$ cat src/rtl/serial_frame_pkg.sv
// Shared types and constants for the serial frame receiver.
// Line levels and the FSM state encoding live here so the top and sub-module agree.
package serial_frame_pkg;

  typedef enum logic [1:0] {
    IDLE,
    DATA,
    PARITY,
    STOP
  } state_t;

  // The line idles low, so a frame opens with a high start bit and closes low.
  localparam logic IDLE_LVL  = 1'b0;
  localparam logic START_LVL = ~IDLE_LVL;
  localparam logic STOP_LVL  = IDLE_LVL;

  function automatic int clog2(input int n);
    int r;
    r = 0;
    while ((1 << r) < n) r = r + 1;
    if (r < 1) r = 1;
    return r;
  endfunction

endpackage

$ cat src/rtl/serial_rx_out_buf.sv
// Single-entry hold register between the frame FSM and the parallel consumer.
// A completed frame either loads, replaces a word being consumed, or is dropped with an overrun pulse.
module serial_rx_out_buf #(
  parameter int DATA_W = 8
) (
  input  logic              clk,
  input  logic              rst,
  input  logic              load,
  input  logic [DATA_W-1:0] word,
  input  logic              perr,
  input  logic              ferr,
  input  logic              dout_ready,
  output logic [DATA_W-1:0] dout,
  output logic              dout_valid,
  output logic              parity_err,
  output logic              frame_err,
  output logic              overrun
);

  // The slot frees up in the same cycle it is consumed, so a completion then still loads.
  always_ff @(posedge clk or posedge rst) begin
    if (rst) begin
      dout       <= '0;
      dout_valid <= 1'b0;
      parity_err <= 1'b0;
      frame_err  <= 1'b0;
      overrun    <= 1'b0;
    end else begin
      overrun <= 1'b0;
      if (load && (!dout_valid || dout_ready)) begin
        dout       <= word;
        parity_err <= perr;
        frame_err  <= ferr;
        dout_valid <= 1'b1;
      end else if (load) begin
        overrun <= 1'b1;
      end else if (dout_valid && dout_ready) begin
        dout_valid <= 1'b0;
      end
    end
  end

endmodule

$ cat src/rtl/serial_frame_rx.sv
// Deserialises start/data/parity/stop frames from the shift stage into parallel words.
// Data arrives LSB-first; the FSM only advances on bit_en strobes.
module serial_frame_rx
  import serial_frame_pkg::*;
#(
  parameter int DATA_W     = 8,
  parameter int PARITY_EN  = 1,
  parameter int ODD_PARITY = 0
) (
  input  logic              clk,
  input  logic              rst,
  input  logic              bit_en,
  input  logic              sin,
  output logic [DATA_W-1:0] dout,
  output logic              dout_valid,
  input  logic              dout_ready,
  output logic              parity_err,
  output logic              frame_err,
  output logic              overrun
);

  localparam int CNT_W = clog2(DATA_W);
  localparam logic [CNT_W-1:0] LAST_BIT = CNT_W'(DATA_W - 1);

  state_t            state;
  logic [CNT_W-1:0]  cnt;
  logic [DATA_W-1:0] shreg;
  logic              pbit;
  logic              done;
  logic              done_perr;
  logic              done_ferr;

  // done is a one-cycle completion pulse; shreg stays put in IDLE so the buffer can copy it next edge.
  always_ff @(posedge clk or posedge rst) begin
    if (rst) begin
      state     <= IDLE;
      cnt       <= '0;
      shreg     <= '0;
      pbit      <= 1'b0;
      done      <= 1'b0;
      done_perr <= 1'b0;
      done_ferr <= 1'b0;
    end else begin
      done <= 1'b0;
      if (bit_en) begin
        case (state)
          IDLE: begin
            if (sin == START_LVL) begin
              state <= DATA;
              cnt   <= '0;
            end
          end
          DATA: begin
            shreg <= {sin, shreg[DATA_W-1:1]};
            cnt   <= cnt + 1'b1;
            if (cnt == LAST_BIT) state <= (PARITY_EN != 0) ? PARITY : STOP;
          end
          PARITY: begin
            pbit  <= sin;
            state <= STOP;
          end
          STOP: begin
            done      <= 1'b1;
            done_perr <= (PARITY_EN != 0) && ((^shreg ^ pbit) != (ODD_PARITY != 0));
            done_ferr <= (sin != STOP_LVL);
            state     <= IDLE;
          end
          default: state <= IDLE;
        endcase
      end
    end
  end

  serial_rx_out_buf #(
    .DATA_W(DATA_W)
  ) u_out_buf (
    .clk       (clk),
    .rst       (rst),
    .load      (done),
    .word      (shreg),
    .perr      (done_perr),
    .ferr      (done_ferr),
    .dout_ready(dout_ready),
    .dout      (dout),
    .dout_valid(dout_valid),
    .parity_err(parity_err),
    .frame_err (frame_err),
    .overrun   (overrun)
  );

endmodule
$ cat config.mk
export PLATFORM = sky130hd
export DESIGN_NAME = serial_frame_rx
export DESIGN_NICKNAME = d
export VERILOG_FILES = /design/src/rtl/serial_frame_pkg.sv /design/src/rtl/serial_rx_out_buf.sv /design/src/rtl/serial_frame_rx.sv
export SDC_FILE = /design/constraint.sdc
export NUM_CORES = 1
export LEC_CHECK = 0
export CORE_ASPECT_RATIO = 1.25
export CORE_MARGIN = 2
export CORE_UTILIZATION = 30
export CTS_CLUSTER_DIAMETER = 80
export DETAILED_ROUTE_END_ITERATION = 7
export SYNTH_ARGS = -nofsm -noshare
export SYNTH_HDL_FRONTEND = slang
export SYNTH_SLANG_ARGS = --single-unit
$ cat constraint.sdc
create_clock -name clk -period 1.8 [get_ports clk]
set_input_delay 0.54 -clock clk [delete_from_list [all_inputs] [get_ports clk]]
set_output_delay 0.54 -clock clk [all_outputs]
set_load 0.01 [all_outputs]
==> summary.md, run 1 <==
| Metric | Value |
|---|---|
| Hold buffer count at cts | `0` |
| Port Buf Inserts | `16` |
| HP Class | `reg2reg` |
| H-Tree Depth | `2` |
| Grt total ovfl | `0` |
| DP Cell Count | `170` |
| Avg Vias per Cell | `between 4 and 5` |
| Post-cts sizing count | `0` |
| Slew @ Worst Pin | `403 ps` |
| Critical path fanouts, max | `2` |
| Hold path cells | `2` |
| Starting Density | `0.309` |
| Clock buffer depth | `2` |
| Reg2Reg Depth | `4` |
| Top FF cell, synth | `dfrtp_1` |
| DRC Markers | `0` |
| Seq/Total Area, Yosys | `0.582` |
| Die ar. | `roughly 4700 um2` |
| Biggest area consumer among synthesized cells | `dfrtp_1` |
| CP required | `roughly 1300 ps` |
| Core area | `between 4000 and 5000 um2` |
| CP Cell Sequence | `clkdlybuf4s50_1` |
| Mapped cell area | `~1200 um2` |
| Tmin final | `1720 ps` |
| #FFs+latches synth | `29` |
| Post-route insts no fill | `178` |
| Max VDD drop | `~0.5 mV` |
| Chip Width | `between 60 and 70 um` |
| Fin nets | `133` |
| Area delta synth->final | `33.7%` |
| CP max stage delay | `around 550 ps` |
| I/O pins | `17` |
| Peak Freq | `~0.58 GHz` |
| Net count after synthesis | `approximately 100` |
| First-pass GRT wire length | `roughly 3600 um` |
| Layout cell share with drive strength beyond 1 | `0.270` |
| Vias in the first global route | `between 800 and 900` |
| Clk sinks | `29` |
| Global Route Usage Sum | `0.106` |
| Status | `finished, final reports clean` |
| Post-Route WL | `1990 um` |
| Initial DRC Count | `12` |
| FILL cells | `408` |
| Endpoints failing hold | `0` |
| CTS buffer count | `5` |
| Hold Startpoint | `done` |
| Slew Viols, Final | `0` |
| Clk root buf | `clkbuf_8` |
| Worst Setup Start Kind | `flop` |
| Die height | `76.1 um` |
| Pin count of the biggest net entering global routing | `30` |
| Reg2Reg Setup Slack | `190 ps` |
| HPWL after DPL | `about 1500 um` |
| CTS tree | `built` |
| Leakage | `0.796 nW` |
| Crit share post-route | `0.954` |
| Initial antenna violation count | `0` |
| Top cell type's share of synthesized area | `0.582` |
| Pre-CTS setup slack | `-144 ps` |
| Synthesized instance count | `between 90 and 100` |
| Worst r2r dst | `state[1]` |
| CP Class | `reg2out` |
| Clk slew on worst S/H paths | `about 60 ps` |
| Placer congestion estimate | `approximately 0.75` |
| Vias | `roughly 750` |
| Synth top cells by count | `dfrtp_1 (29), mux2_2 (19), nand2_1 (9)` |
| CP bufs+invs | `1` |
| Hold slack | `around 470 ps` |
| R2r startpoint | `cnt[0]` |
| Pwr dens | `1850 nW/um2` |
| Mean Syn Cell Area | `between 10 and 15 um2` |
| Ys async rst share | `1.00` |
| Netlist cell types | `16` |
| Worst Hold End | `u_out_buf.dout_valid` |
| Placement Rows | `26` |
| Synth top area cells | `dfrtp_1 (58%), mux2_2 (17%), ha_1 (7.0%)` |
| Max cap viols | `0` |
| CP Capture Type | `primary output` |
| Crit path launch | `u_out_buf.dout[6]` |
| DRT Pass-1 Iters | `3` |
| Delay-heaviest family, CP | `buffers and inverters` |
| Critical Path AT | `around 1200 ps` |
| RSZ-0062 raised after global routing | `false` |
| Max Clock Skew | `8.87 ps` |
| Worst path slowest cell | `clkdlybuf4s50_1` |
| Worst Slack Setup Final | `approximately 83 ps` |
| Yosys warnings | `0` |
| Final core utilization | `0.413` |
| Routed WL per cell | `roughly 11 um` |
| Clk_lat worst skew | `280 ps` |
| Setup Fix Bufs, Post-CTS | `0` |
| Post-synth EDFFs | `0` |
| Setup violators final | `0` |
| Antenna Nets Post-Route | `0` |
| ANT cells | `0` |
| Worst slew margin | `0.728` |
| Count leader, synth | `dfrtp_1` |
how the worst max path moves through the flow:
stage,endpoint,depth (start not counted)
final,dout[6],1
after global routing,dout[6],1
after CTS,dout[6],1
after detailed placement,state[1],4
after global placement,state[1],4
after floorplan,state[1],4
report_power, final:
part,internal (W),switching [W],total (W)
Sequential,0.000940,0.000204,0.00114
Combinational,0.000770,0.000469,0.00124
Clock,0.000449,0.000243,0.000692
Total,0.00216,0.000915,0.00307
per-layer routing:
layer  share of wire  track usage  vias up
li1                -            -      368
met1            0.42        0.121      362
met2            0.52        0.154       20
met3           0.045       0.0543        4
met4           0.015       0.0596        0
met5               0            0        -
kinds of logic (layout without fill, tap and decap cells):
logic type | after synthesis | after routing | synth area share
multiplexers | 20 | 20 | 0.180
adder cells (fa/ha/maj) | 7 | 7 | 0.0703
AND/OR/NAND/NOR | 12 | 12 | 0.0382
AO/OA/AOI/OAI | 10 | 10 | 0.0482
flip-flops | 29 | 29 | 0.582
buffers and inverters | 7 | 37 | 0.0211
XOR/XNOR | 7 | 7 | 0.0602
state kept, by name (all words and copies together) (netlist names):
register and count:
done 1, pbit 1, done_perr 1, done_ferr 1, u_out_buf.parity_err 1, cnt 3
u_out_buf.dout 8, u_out_buf.overrun 1, state 2, u_out_buf.dout_valid 1, shreg 8, u_out_buf.frame_err 1
per-stage QoR:
step                total power [W]  setup TNS (ps)  cell area, um2
floorplan                   0.00194               0            1250
global placement            0.00235            -224            1550
detailed placement          0.00243            -591            1550
CTS                         0.00314               0            1670
global route                0.00331               0            1670
finish                      0.00308               0            1670
area by class of cell:
class,instances,area [um2],area share
Clock buffer,6,82.6,0.0495
Clock inverter,2,37.5,0.0225
Inverter,7,26.3,0.0158
Multi-Input combinational cell,56,494,0.297
Sequential cell,29,726,0.435
Tap cell,56,70.1,0.0420
Timing Repair Buffer,22,230,0.138
placed cells by master (no fill, tap or decap), drive strengths merged:
| cell | Yosys | layout |
|---|---|---|
| a21oi | 1 | 1 |
| ha | 7 | 7 |
| dfrtp | 29 | 29 |
| mux2 | 19 | 19 |
| a21boi | 1 | 1 |
| a22o | 2 | 2 |
| nand2 | 9 | 9 |
| xnor2 | 4 | 4 |
| clkdlybuf4s50 | 0 | 16 |
| mux2i | 1 | 1 |
| xor2 | 2 | 2 |
| nand2b | 1 | 1 |
| xnor3 | 1 | 1 |
| clkinvlp | 0 | 1 |
| bufinv | 0 | 1 |
| o21ai | 6 | 6 |
| clkbuf | 0 | 6 |
| inv | 7 | 7 |
| buf | 0 | 6 |
| nor2 | 2 | 2 |
Note: power is estimated with default switching activity, not from simulation.
==> inputs of run 2 (changes only) <==
SLEW_MARGIN = 20   (was default)
==> results of run 2 <==
Same layout as run 1: the final DEF is identical, and so are final timing and power.
